## config.mk

```make
export PLATFORM = sky130hd
export DESIGN_NAME = conv_stream_arbiter_flat
export DESIGN_NICKNAME = d
export VERILOG_FILES = /design/src/rtl/conv_stream_arbiter_if.sv /design/src/rtl/conv_stream_arbiter.sv /design/src/flat_wrapper.sv
export SDC_FILE = /design/constraint.sdc
export NUM_CORES = 1
export LEC_CHECK = 0
export CORE_MARGIN = 1.5
export CORE_UTILIZATION = 37
export CTS_BUF_LIST = sky130_fd_sc_hd__clkbuf_8
export DETAILED_ROUTE_END_ITERATION = 8
export PLACE_DENSITY = 0.91
export SYNTH_ARGS = -nofsm -noshare
export SYNTH_HDL_FRONTEND = slang
export SYNTH_SLANG_ARGS = --single-unit
```

## constraint.sdc

```tcl
create_clock -name clk -period 2.93 [get_ports clk]
set_input_delay 0.4395 -clock clk [delete_from_list [all_inputs] [get_ports clk]]
set_output_delay 0.4395 -clock clk [all_outputs]
set_load 0.05 [all_outputs]
```

## src/rtl/conv_stream_arbiter_if.sv

```systemverilog
// Stream bundle between the arbiter, its two requester channels and the shared convolution engine.
// master = arbiter side, slave = channels plus engine side.
interface conv_stream_arbiter_if #(
    parameter int unsigned T = 16
);
    logic [T-1:0] x0_data;
    logic         x0_valid;
    logic         x0_ready;
    logic [T-1:0] x1_data;
    logic         x1_valid;
    logic         x1_ready;

    logic [T-1:0] y0_data;
    logic         y0_valid;
    logic         y0_ready;
    logic [T-1:0] y1_data;
    logic         y1_valid;
    logic         y1_ready;

    logic [T-1:0] e_x_data;
    logic         e_x_valid;
    logic         e_x_ready;
    logic [T-1:0] e_y_data;
    logic         e_y_valid;
    logic         e_y_ready;

    modport master (
        input  x0_data, x0_valid, x1_data, x1_valid,
        input  y0_ready, y1_ready,
        input  e_x_ready, e_y_data, e_y_valid,
        output x0_ready, x1_ready,
        output y0_data, y0_valid, y1_data, y1_valid,
        output e_x_data, e_x_valid, e_y_ready
    );

    modport slave (
        output x0_data, x0_valid, x1_data, x1_valid,
        output y0_ready, y1_ready,
        output e_x_ready, e_y_data, e_y_valid,
        input  x0_ready, x1_ready,
        input  y0_data, y0_valid, y1_data, y1_valid,
        input  e_x_data, e_x_valid, e_y_ready
    );
endinterface

```

## src/rtl/conv_stream_arbiter.sv

```systemverilog
// Round-robin arbiter sharing one convolution engine between two stream channels.
// A job loads N samples from the owner, then returns all L = N-M+1 results before re-arbitrating.
module conv_stream_arbiter #(
    parameter int unsigned N = 32,
    parameter int unsigned M = 6,
    parameter int unsigned T = 16
) (
    input  logic                  clk,
    input  logic                  reset,
    conv_stream_arbiter_if.master bus,
    output logic [1:0]            grant,
    output logic                  busy
);
    localparam int unsigned L   = N - M + 1;
    localparam int unsigned XCW = $clog2(N + 1);
    localparam int unsigned YCW = $clog2(L + 1);
    localparam logic [T-1:0] ZERO = '0;

    typedef enum logic [1:0] {
        S_IDLE  = 2'd0,
        S_LOAD  = 2'd1,
        S_DRAIN = 2'd2
    } state_t;

    state_t         state_q, state_d;
    logic [1:0]     grant_d;
    logic           busy_d;
    logic           last_q, last_d;
    logic [XCW-1:0] x_cnt_q, x_cnt_d;
    logic [YCW-1:0] y_cnt_q, y_cnt_d;
    logic           x_fire;
    logic           y_fire;

    // State, ownership and job counters
    always_ff @(posedge clk or posedge reset) begin
        if (reset) begin
            state_q <= S_IDLE;
            grant   <= 2'b00;
            busy    <= 1'b0;
            last_q  <= 1'b1;
            x_cnt_q <= '0;
            y_cnt_q <= '0;
        end else begin
            state_q <= state_d;
            grant   <= grant_d;
            busy    <= busy_d;
            last_q  <= last_d;
            x_cnt_q <= x_cnt_d;
            y_cnt_q <= y_cnt_d;
        end
    end

    // Combinational stream routing; everything not owned is held at zero
    always_comb begin
        bus.x0_ready  = 1'b0;
        bus.x1_ready  = 1'b0;
        bus.y0_data   = ZERO;
        bus.y0_valid  = 1'b0;
        bus.y1_data   = ZERO;
        bus.y1_valid  = 1'b0;
        bus.e_x_data  = ZERO;
        bus.e_x_valid = 1'b0;
        bus.e_y_ready = 1'b0;
        case (state_q)
            S_LOAD: begin
                if (grant[1]) begin
                    bus.e_x_data  = bus.x1_data;
                    bus.e_x_valid = bus.x1_valid;
                    bus.x1_ready  = bus.e_x_ready;
                end else begin
                    bus.e_x_data  = bus.x0_data;
                    bus.e_x_valid = bus.x0_valid;
                    bus.x0_ready  = bus.e_x_ready;
                end
            end
            S_DRAIN: begin
                if (grant[1]) begin
                    bus.y1_data   = bus.e_y_data;
                    bus.y1_valid  = bus.e_y_valid;
                    bus.e_y_ready = bus.y1_ready;
                end else begin
                    bus.y0_data   = bus.e_y_data;
                    bus.y0_valid  = bus.e_y_valid;
                    bus.e_y_ready = bus.y0_ready;
                end
            end
            default: ;
        endcase
    end

    assign x_fire = (state_q == S_LOAD)  && bus.e_x_valid && bus.e_x_ready;
    assign y_fire = (state_q == S_DRAIN) && bus.e_y_valid && bus.e_y_ready;

    // Next-state: arbitration in IDLE, count-driven phase changes otherwise
    always_comb begin
        state_d = state_q;
        grant_d = grant;
        last_d  = last_q;
        x_cnt_d = x_cnt_q;
        y_cnt_d = y_cnt_q;
        case (state_q)
            S_IDLE: begin
                if (bus.x0_valid || bus.x1_valid) begin
                    if (bus.x0_valid && bus.x1_valid) begin
                        grant_d = last_q ? 2'b01 : 2'b10;
                    end else begin
                        grant_d = bus.x1_valid ? 2'b10 : 2'b01;
                    end
                    x_cnt_d = '0;
                    state_d = S_LOAD;
                end
            end
            S_LOAD: begin
                if (x_fire) begin
                    x_cnt_d = x_cnt_q + XCW'(1);
                    if (x_cnt_q == XCW'(N - 1)) begin
                        y_cnt_d = '0;
                        state_d = S_DRAIN;
                    end
                end
            end
            S_DRAIN: begin
                if (y_fire) begin
                    y_cnt_d = y_cnt_q + YCW'(1);
                    if (y_cnt_q == YCW'(L - 1)) begin
                        last_d  = grant[1];
                        grant_d = 2'b00;
                        state_d = S_IDLE;
                    end
                end
            end
            default: begin
                grant_d = 2'b00;
                state_d = S_IDLE;
            end
        endcase
        busy_d = (state_d != S_IDLE);
    end

endmodule

```

## src/flat_wrapper.sv

```systemverilog
// flat-port wrapper written by rule: the top's interface ports become plain ports
module conv_stream_arbiter_flat 
#(
    parameter int unsigned N = 32,
    parameter int unsigned M = 6,
    parameter int unsigned T = 16
)
  (clk, reset, grant, busy, bus_x0_data, bus_x0_valid, bus_x1_data, bus_x1_valid, bus_y0_ready, bus_y1_ready, bus_e_x_ready, bus_e_y_data, bus_e_y_valid, bus_x0_ready, bus_x1_ready, bus_y0_data, bus_y0_valid, bus_y1_data, bus_y1_valid, bus_e_x_data, bus_e_x_valid, bus_e_y_ready);
  conv_stream_arbiter_if #(.T(T)) bus_i ();
  input  logic clk;
  input  logic reset;
  output logic [1:0] grant;
  output logic busy;
  input wire logic [$bits(bus_i.x0_data)-1:0] bus_x0_data;
  input wire logic [$bits(bus_i.x0_valid)-1:0] bus_x0_valid;
  input wire logic [$bits(bus_i.x1_data)-1:0] bus_x1_data;
  input wire logic [$bits(bus_i.x1_valid)-1:0] bus_x1_valid;
  input wire logic [$bits(bus_i.y0_ready)-1:0] bus_y0_ready;
  input wire logic [$bits(bus_i.y1_ready)-1:0] bus_y1_ready;
  input wire logic [$bits(bus_i.e_x_ready)-1:0] bus_e_x_ready;
  input wire logic [$bits(bus_i.e_y_data)-1:0] bus_e_y_data;
  input wire logic [$bits(bus_i.e_y_valid)-1:0] bus_e_y_valid;
  output wire logic [$bits(bus_i.x0_ready)-1:0] bus_x0_ready;
  output wire logic [$bits(bus_i.x1_ready)-1:0] bus_x1_ready;
  output wire logic [$bits(bus_i.y0_data)-1:0] bus_y0_data;
  output wire logic [$bits(bus_i.y0_valid)-1:0] bus_y0_valid;
  output wire logic [$bits(bus_i.y1_data)-1:0] bus_y1_data;
  output wire logic [$bits(bus_i.y1_valid)-1:0] bus_y1_valid;
  output wire logic [$bits(bus_i.e_x_data)-1:0] bus_e_x_data;
  output wire logic [$bits(bus_i.e_x_valid)-1:0] bus_e_x_valid;
  output wire logic [$bits(bus_i.e_y_ready)-1:0] bus_e_y_ready;
  assign bus_i.x0_data = bus_x0_data;
  assign bus_i.x0_valid = bus_x0_valid;
  assign bus_i.x1_data = bus_x1_data;
  assign bus_i.x1_valid = bus_x1_valid;
  assign bus_i.y0_ready = bus_y0_ready;
  assign bus_i.y1_ready = bus_y1_ready;
  assign bus_i.e_x_ready = bus_e_x_ready;
  assign bus_i.e_y_data = bus_e_y_data;
  assign bus_i.e_y_valid = bus_e_y_valid;
  assign bus_x0_ready = bus_i.x0_ready;
  assign bus_x1_ready = bus_i.x1_ready;
  assign bus_y0_data = bus_i.y0_data;
  assign bus_y0_valid = bus_i.y0_valid;
  assign bus_y1_data = bus_i.y1_data;
  assign bus_y1_valid = bus_i.y1_valid;
  assign bus_e_x_data = bus_i.e_x_data;
  assign bus_e_x_valid = bus_i.e_x_valid;
  assign bus_e_y_ready = bus_i.e_y_ready;
  conv_stream_arbiter #(.N(N), .M(M), .T(T)) u_core (.clk(clk), .reset(reset), .bus(bus_i), .grant(grant), .busy(busy));
endmodule
```

==> implementation parameters <==
Parameter                              Value

Yosys
  Synth Area in Compound Gates    10.8%
  XOR/XNOR Fraction of Synth Area    1.79%
  Post-synthesis register bit count    17
  EDFF count, synth    0
  Synth Flop Type    dfrtp_1
  Main combinational cell family by area after synthesis    simple AND/OR/NAND/NOR gates
  Post-synth top area cell    dfrtp_1
  Sequential area share after synthesis    29.1%
  Mux contribution to synthesized area    14.4%
  Cell count after synthesis    182
  Post-synthesis adder-cell area fraction    2.56%
  Simple-gate share of the synthesized area    35.6%
  Top post-synthesis cells by area    dfrtp_1 27%, mux2i_1 14%, and3_1 8.5%
  Synthesized cell area    1470 sq um
  Commonest cells post-synth    29 x nor2_1, 20 x and3_1, 20 x mux2i_1
  Yosys synthesis warning count    0
  Distinct cell type count after synthesis    39
  Most frequent cell after synthesis    nor2_1
  Fraction of post-synthesis cell area in the top cell type by area    27.3%
  Post-Syn Nets    241
  Avg Cell Area, Syn    8.05 sq um
  Proportion of register bits with asynchronous set or reset after synthesis    100%

CTS
  Maximum clock path buffer count    2
  TritonCTS clock tree    done
  Count of instances resized after the clock tree is built    0
  CTS sink count    17
  Setup bufs post-CTS    0
  Post-cts hold buffer count    0
  Total number of H-tree levels    1
  Clock slew at reported path FFs    0.06 ns
  Clk_lat worst skew    0.24 ns
  Root Driver    clkbuf_8
  TritonCTS Buffers    3

Floorplan
  Die width    65.9 um
  Chip height    65.9 um
  Starting density of the core    39.1%
  Row count    22
  Area of the core region    3740 sq um
  Floorplan die area    4350 sq um
  Top-Level Pins    113

Timing
  Achievable Freq    399 MHz
  Post-route minimum period    2.51 ns
  Final setup violation count    0
  Remaining max-slew budget at the tightest pin    49.6%
  Final worst path period share    85.6%
  Final WS setup    0.423 ns
  RSZ-0062 raised after global routing    false
  Pins Over Slew Limit    0
  Largest clock skew in the final design    0.000789 ns
  Transition time at the pin with the least slew margin    0.753 ns
  Summed negative setup slack over all endpoints    0 ns
  Hold Worst Slack    0.566 ns
  Number of endpoints with negative hold slack in the final report    0

Power
  Power Dens Cells    623 nW/um^2
  Highest ir drop seen on vdd    0.000446 V
  Reported leakage power    1.27 nW

Worst setup path
  Largest fanout of any net on the critical path    17
  Kind of critical path    reg -> out
  Endpoint class of the critical path    output pin
  Worst-path cell chain    nand2b_1 > nor2_1 > and2_1 > buf_4
  Minimum setup slack among reg-to-reg paths    0.89 ns
  Largest stage delay, worst path    0.61 ns
  Data arrival time at the worst-slack endpoint    2.07 ns
  Launching element type of the critical path    flop
  Critical-path top delay cell    nor2_1
  Critical Path RT    2.49 ns

Cells and area
  Fin cells    336
  Final #Nets    348
  Final Util    68.1%
  Share of cells above drive strength 1    22.6%
  Signed area change from the synthesized netlist to the final layout    74.0%
  Number of antenna repair diodes    0

Detailed routing
  Routed length per placed instance    14.4 um
  Number of search-and-repair iterations in the first detailed-routing pass    4
  Post-DRT Antenna Nets    0
  Post-detailed-routing wire length    4840 um
  Violation count after the first detailed-routing iteration    84
  Routed vias/inst    5.07
  DRC violations left    0
  Vias    1702

Place
  Number of port buffers    112
  # placed instances    332
  Routability Congestion    0.749
  Post-detailed-placement half-perimeter wirelength    3850 um
  Worst slack after detailed placement    0.459 ns

Global route
  Remaining global-route overflow    0
  Maximum number of pins on one net before global-route repair    21
  Antenna violations before repair    0
  Vias in the first global route    1469
  Wire length of the first global-routing pass    6960 um
  Total routing resource utilization after global routing    20.3%

Flow run
  Max-cap viol count    0

Min path
  Class of the most critical hold timing path    reg -> reg

Status
  Run status    completed
[power breakdown]
group / leakage, nW / internal (mW) / switching, mW / total [mW]
sequential: 0.209 / 0.284 / 0.0850 / 0.369
combinational: 1.04 / 0.392 / 0.660 / 1.05
clock: 0.0269 / 0.0927 / 0.0751 / 0.168
[routing by layer]
layer  share of wire [%]  wire length, um  global-route usage, %  up-vias
li1                    -                -                      -      851
met1                  41             1970                   25.8      783
met2                  51             2460                   36.0       66
met3                 8.0              387                   2.90        2
met4                0.33               16                   4.69        0
met5                   0                0                      0        -
[worst paths after layout]
check                             startpoint           endpoint  depth (start not counted)
max                        u_core.state_q[0]    bus_y0_data[11]                          4
max in group asynchronous              reset  u_core.x_cnt_q[4]                          2
min reg2reg                u_core.y_cnt_q[3]  u_core.y_cnt_q[3]                          1
min in group asynchronous              reset  u_core.y_cnt_q[0]                          2
max reg2reg                  u_core.grant[1]  u_core.y_cnt_q[3]                          4
min                        u_core.y_cnt_q[3]  u_core.y_cnt_q[3]                          1
[sequential cells by signal, summed over array words and instances (netlist names)]
| name | count |
|---|---|
| u_core.state_q | 2 |
| u_core.busy | 1 |
| u_core.grant | 2 |
| u_core.last_q | 1 |
| u_core.x_cnt_q | 6 |
| u_core.y_cnt_q | 5 |
[critical path, delay by kind of cell (launching register included)]
family / cells / cell delay (ns)
DFF: 1 / 0.51
and+or+nand+nor: 3 / 1.11
buffers and inverters: 1 / 0.20
[cell usage in the layout (no fill, tap or decap), types with 2 or more instances in the layout]
cell type	count
clkdlybuf4s50_1	58
buf_4	56
nor2_1	29
mux2i_1	20
and3_1	20
and2_1	17
dfrtp_1	16
inv_1	7
o21ai_0	7
nand2_1	6
nand3_1	6
nor3_1	3
xnor2_1	3
ha_1	3
clkbuf_8	3
nor2b_1	2
nand3b_1	2
a21o_1	2
nor4_1	2
nand2b_1	2
or3_1	2
o22ai_1	2
a221oi_1	2
buf_12	2
[final cells by class]
| cell class | instances | area, sq um |
|---|---|---|
| fill | 299 | 1190 |
| timing repair buffer | 116 | 1040 |
| multi-input combinational | 145 | 955 |
| sequential | 17 | 427 |
| tap | 48 | 60.1 |
| clock buffer | 3 | 41.3 |
| inverter | 6 | 22.5 |
| clock inverter | 1 | 3.75 |
[logic make-up (layout without fill, tap and decap cells)]
logic type,count (synthesis),count (layout)
buffers and inverters,20,126
adders and majority gates,3,3
and+or+nand+nor,96,96
AOI/OAI and AO/OA,22,22
DFF,17,17
xor gates and xnor gates,3,3
muxes,21,21
[stage by stage]
| step | total power, mW | area (sq um) |
|---|---|---|
| finish | 1.59 | 2550 |
| CTS | 1.59 | 2550 |
| global placement | 1.41 | 2500 |
| global route | 1.67 | 2550 |
| floorplan | 1.08 | 1470 |
| detailed placement | 1.42 | 2500 |
Note: power is estimated with default switching activity, not from simulation.
==> variant 1, RTL diff (same flow settings) <==
Re-encode `state_t` (3 states) as one-hot, 3 bits wide.
--- a/src/rtl/conv_stream_arbiter.sv
+++ b/src/rtl/conv_stream_arbiter.sv
@@ -16,10 +16,10 @@
     localparam int unsigned YCW = $clog2(L + 1);
     localparam logic [T-1:0] ZERO = '0;
 
-    typedef enum logic [1:0] {
-        S_IDLE  = 2'd0,
-        S_LOAD  = 2'd1,
-        S_DRAIN = 2'd2
+    typedef enum logic [2:0] {
+        S_IDLE  = 3'b001,
+        S_LOAD  = 3'b010,
+        S_DRAIN = 3'b100
     } state_t;
 
     state_t         state_q, state_d;
Formal check against the unedited RTL: same outputs for any inputs over 10 cycles, from zero or initial values and one cycle with reset high; not proved beyond that.
==> variant 1 against the unedited design <==
  * Fmax up 6.0%
  * Clock skew increased by 0.00063 ns
  * Power increased by 0.71%
  * Via count increased by 6.1%
  * Critical path depth is the same
  * Cell area up 17%
  * Wire length rose by 11%
  * Count of clock-buffer cells in the layout did not move
  * Sequential cell count is 1 higher
  * Synthesized area grew 0.26%
  * Final cell count unchanged
  * Setup slack better by 0.14 ns
  * Largest cell class unchanged
==> variant 1: results (changes against the unedited design) <==
| Metric | Value |
|---|---|
| Status | completed |
| Layout cell share with drive strength beyond 1 | 25.0% (+2.4 points) |
| 1st-iter DRT viols | 75 (-11%) |
| Average wire per standard cell | 16.0 microns (+11%) |
| Hold Crit Class | reg2reg |
| Syn nets | 238 (-1.2%) |
| Met1 Wirelength | 1780 microns (-9.5%) |
| WHS | 0.523 ns (-0.0430 ns) |
| Final #Nets | 349 (+0.29%) |
| Fraction of the mapped netlist area in adder cells | 2.56% (-0.0065 points) |
| NetSw | 0.743 mW (-9.4%) |
| Global-route wire length before repair | 8290 microns (+19%) |
| Met1 GRT Util | 25.3% (-0.53 points) |
| Final Cell Area | 2990 sq um (+17%) |
| Post-layout min period | 2.37 ns (-0.141 ns) |
| Critical Path AT | 1.93 ns (-0.14 ns) |
| Hold Path End | u_core.grant[0]$_DFFE_PP0P_ |
| HPWL Detailed | 4400 microns (+14%) |
| Placed insts | 333 (+0.30%) |
| Vias in the first global route | 1,755 (+19%) |
| Post-Syn Area per Cell | 8.21 sq um (+1.9%) |
| Vias per cell | 5.37 (+6.1%) |
| Compound-Gate Fraction of Synth Area | 10.6% (-0.20 points) |
| Synth cell count leaders | 21 x and3_1, 21 x nor2_1, 19 x mux2i_1, 18 x and2_1, 16 x dfrtp_1 |
| R2R setup slack | 0.86 ns (-0.03 ns) |
| Post-Synth XOR/XNOR Area | 1.19% (-0.60 points) |
| Flop pwr share | 22.5% (-0.7 points) |
| Global-route met3 utilization | 5.96% (+3.1 points) |
| Synth area leaders | dfrtp_1 27%, mux2i_1 13%, and3_1 8.9% |
| Diode count | 0 (unchanged) |
| WL met3 | 458 microns (+18%) |
| Worst setup startpoint | u_core.state_q[1]$_DFF_PP0_ |
| Placer Congestion | 0.860 (+15%) |
| Place WS | 0.852 ns (+0.394 ns) |
| Crit path to | bus_y0_data[8] |
| Post-synthesis sequential area ratio | 30.8% (+1.7 points) |
| Total track usage | 24.9% (+4.6 points) |
| Fraction of synthesized area in multiplexers | 15.2% (+0.81 points) |
| Reg2reg end | u_core.y_cnt_q[4]$_DFFE_PP0P_ |
| Yosys cell types | 37 (-5.1%) |
| Largest regs | u_core.x_cnt_q x6, u_core.y_cnt_q x5, u_core.state_q x3 |
| H-Tree Level Count | 1 (unchanged) |
| Clock power frac | 10.9% (+0.3 points) |
| Met2 WL | 3030 microns (+23%) |
| Max_slew headroom | 53.3% (+3.7 points) |
| HP Start | u_core.grant[0]$_DFFE_PP0P_ |
| Sw Share | 46.4% (-5.2 points) |
| Synthesis Warnings | 0 (unchanged) |
| Peak supply drop | 0.595 mV (+34%) |
| Largest net degree at the start of global routing | 21 (unchanged) |
-- variant 1: cell count changes after synthesis, sizes merged, moves of 3 or more --
cell	change
a21oi	+7
nand3	-3
nand3b	-3
nor2	-7
nor3b	+3
-- variant 1: area by class of cell --
class                           count  area [sq um]  area share (%)
Timing Repair Buffer              116          1460            48.9
Inverter                            8          30.0            1.00
Tap cell                           48          60.1            2.01
Clock buffer                        3          41.3            1.38
Sequential cell                    18           453            15.1
Multi-Input combinational cell    143           945            31.6
-- variant 1: worst max-delay path: stages, from the launching register on --
cell and delay (ns):
dfrtp_1 0.45, or3b_2 0.55, nor2_4 0.27, and2_1 0.20, buf_4 0.20
-- variant 1: cells by family after synthesis --
kind of cell             count (synthesis)
AO/OA/AOI/OAI                           25
XOR/XNOR                                 2
adder cells (fa/ha/maj)                  3
buffers and inverters                   18
flip-flops                              18
multiplexers                            22
AND/OR/NAND/NOR                         91
==> variant 2, RTL diff (same settings) <==
Made on the original files. `M` is set to 6 in 2 places; all go to 12.
--- a/src/rtl/conv_stream_arbiter.sv
+++ b/src/rtl/conv_stream_arbiter.sv
@@ -2,7 +2,7 @@
 // A job loads N samples from the owner, then returns all L = N-M+1 results before re-arbitrating.
 module conv_stream_arbiter #(
     parameter int unsigned N = 32,
-    parameter int unsigned M = 6,
+    parameter int unsigned M = 12,
     parameter int unsigned T = 16
 ) (
     input  logic                  clk,
--- a/src/flat_wrapper.sv
+++ b/src/flat_wrapper.sv
@@ -2,7 +2,7 @@
 module conv_stream_arbiter_flat 
 #(
     parameter int unsigned N = 32,
-    parameter int unsigned M = 6,
+    parameter int unsigned M = 12,
     parameter int unsigned T = 16
 )
   (clk, reset, grant, busy, bus_x0_data, bus_x0_valid, bus_x1_data, bus_x1_valid, bus_y0_ready, bus_y1_ready, bus_e_x_ready, bus_e_y_data, bus_e_y_valid, bus_x0_ready, bus_x1_ready, bus_y0_data, bus_y0_valid, bus_y1_data, bus_y1_valid, bus_e_x_data, bus_e_x_valid, bus_e_y_ready);
Behaviour: same outputs for any inputs over 10 cycles, from zero or initial values and one cycle with reset high; that may be too few to reach the edited logic, so the function may still have changed.
==> variant 2 against the unedited design <==
  * Via count up 3.5%
  * Cell area up 1.0%
  * Wire length down 6.5%
  * Synthesized area up 1.6%
  * Worst hold slack worse by 0.033 ns
  * Power up 0.34%
  * Sequential cell count unchanged
  * Setup slack better by 0.035 ns
  * Die area up 1.6%
  * Sequential share of layout area down 0.17 points
  * Combinational power about the same
==> variant 2: results (changes against the unedited design) <==
| Metric | Value |
|---|---|
| Status | completed |
| Post-CTS Repair Setup Buffers | 0 (unchanged) |
| Clk buf depth | 2 (unchanged) |
| Syn nets | 243 (+0.83%) |
| Synthesis Warnings | 0 (unchanged) |
| Place WS | 0.462 ns (+0.00362 ns) |
| Met1 Wirelength | 1760 microns (-11%) |
| Largest regs | u_core.x_cnt_q x6, u_core.y_cnt_q x5 |
| Critical Path AT | 2.03 ns (-0.04 ns) |
| Placer Congestion | 0.798 (+6.5%) |
| HPWL Detailed | 3630 microns (-5.8%) |
| Average wire per standard cell | 13.3 microns (-7.3%) |
| Number of port buffers | 112 (unchanged) |
| Post-CTS sizing | 0 (unchanged) |
| Clk_lat worst skew | 0.25 ns |
| Crit Path Max Fanout | 6 (-11) |
| Global-route wire length before repair | 6980 microns (+0.39%) |
| Total number of vias | 1,761 (+3.5%) |
| Synth area leaders | dfrtp_1 27%, mux2i_1 15%, and3_1 8.4% |
| Max_slew headroom | 56.7% (+7.1 points) |
| Layout cell share with drive strength beyond 1 | 23.0% (+0.45 points) |
| Total track usage | 20.3% (-0.038 points) |
| Diode count | 0 (unchanged) |
| Largest net degree at the start of global routing | 21 (unchanged) |
| WL met3 | 423 microns (+9.3%) |
| Met2 WL | 2320 microns (-5.8%) |
| Clk_skew | 0.00143 ns (+0.000644 ns) |
| DRT Pass-1 Iters | 4 (unchanged) |
| Final #Nets | 351 (+0.86%) |
| Clock transition at the registers of the reported paths | 0.06 ns (about the same) |
| Initial antenna violation count | 0 (unchanged) |
| Post-synthesis sequential area ratio | 28.7% (-0.46 points) |
| Vias in the first global route | 1,625 (+11%) |
| Total CTS buffers | 3 (unchanged) |
| Yosys cell types | 39 (unchanged) |
| 1st-iter DRT viols | 72 (-14%) |
| Hold Crit Class | reg2reg |
| H-Tree Level Count | 1 (unchanged) |
| Peak supply drop | 0.416 mV (-6.7%) |
| Placed Area | 2530 sq um (+1.0%) |
| Clk root buf | clkbuf_8 |
| Pleak | 1.26 nW (-0.75%) |
| Top sig layer | met4 |
| Top FF cell, synth | dfrtp_1 |
| Synth cell count leaders | 28 x nor2_1, 22 x mux2i_1, 20 x and3_1, 17 x and2_1, 16 x dfrtp_1 |
| Synth async-reset ratio | 100% (unchanged) |
variant 2: path summary, 6_finish.rpt:
| path | startpoint | end | slack (ns) | depth (start not counted) |
|---|---|---|---|---|
| setup / recovery | bus_e_x_ready | bus_x0_ready | 0.46 | 4 |
| hold / removal | u_core.y_cnt_q[0]$_DFFE_PP0P_ | u_core.y_cnt_q[0]$_DFFE_PP0P_ | 0.53 | 1 |
| setup reg to reg | u_core.state_q[0]$_DFF_PP0_ | u_core.y_cnt_q[3]$_DFFE_PP0P_ | 0.81 | 4 |
| hold reg to reg | u_core.y_cnt_q[0]$_DFFE_PP0P_ | u_core.y_cnt_q[0]$_DFFE_PP0P_ | 0.53 | 1 |
| max in group asynchronous | reset | u_core.x_cnt_q[1]$_DFFE_PP0P_ | 1.95 | 2 |
| min in group asynchronous | reset | u_core.y_cnt_q[4]$_DFFE_PP0P_ | 0.57 | 2 |
variant 2: metrics by stage:
step,total power [mW],instances
detailed placement,1.43,335
finish,1.59,339
CTS,1.61,339
global route,1.69,339
global placement,1.41,335
floorplan,1.09,184
variant 2: cells by family (layout without fill, tap and decap cells):
| kind of cell | count (synthesis) | count (layout) | synth area share (%) |
|---|---|---|---|
| multiplexers | 23 | 23 | 15.5 |
| AND/OR/NAND/NOR | 95 | 95 | 34.7 |
| buffers and inverters | 22 | 129 | 6.72 |
| XOR/XNOR | 3 | 3 | 1.77 |
| AO/OA/AOI/OAI | 21 | 21 | 10.1 |
| adder cells (fa/ha/maj) | 3 | 3 | 2.52 |
| flip-flops | 17 | 17 | 28.7 |
variant 2: area by class of cell:
class	count	area [sq um]
well taps	48	60.1
repair buffers	118	1060
flip-flops and latches	17	427
clock inverters	1	3.75
inverters	7	26.3
multi-input cells	145	962
clock buffers	3	41.3
fillers	311	1190
variant 2: power breakdown:
group,total [mW],internal (mW),switching [mW]
combinational,1.05,0.393,0.660
sequential,0.370,0.285,0.0846
clock,0.171,0.0930,0.0781
variant 2: worst max-delay path, cell delays in order:
cell and delay (ns):
clkdlybuf4s50_1 0.54, nand3b_4 0.12, nor2_1 0.11, clkdlybuf4s50_1 0.83
variant 2: layer usage:
metal | GRT usage [%] | up-vias
met5 | 0 | -
met4 | 3.83 | 0
met3 | 4.77 | 4
met2 | 38.8 | 103
met1 | 22.5 | 793
li1 | - | 861
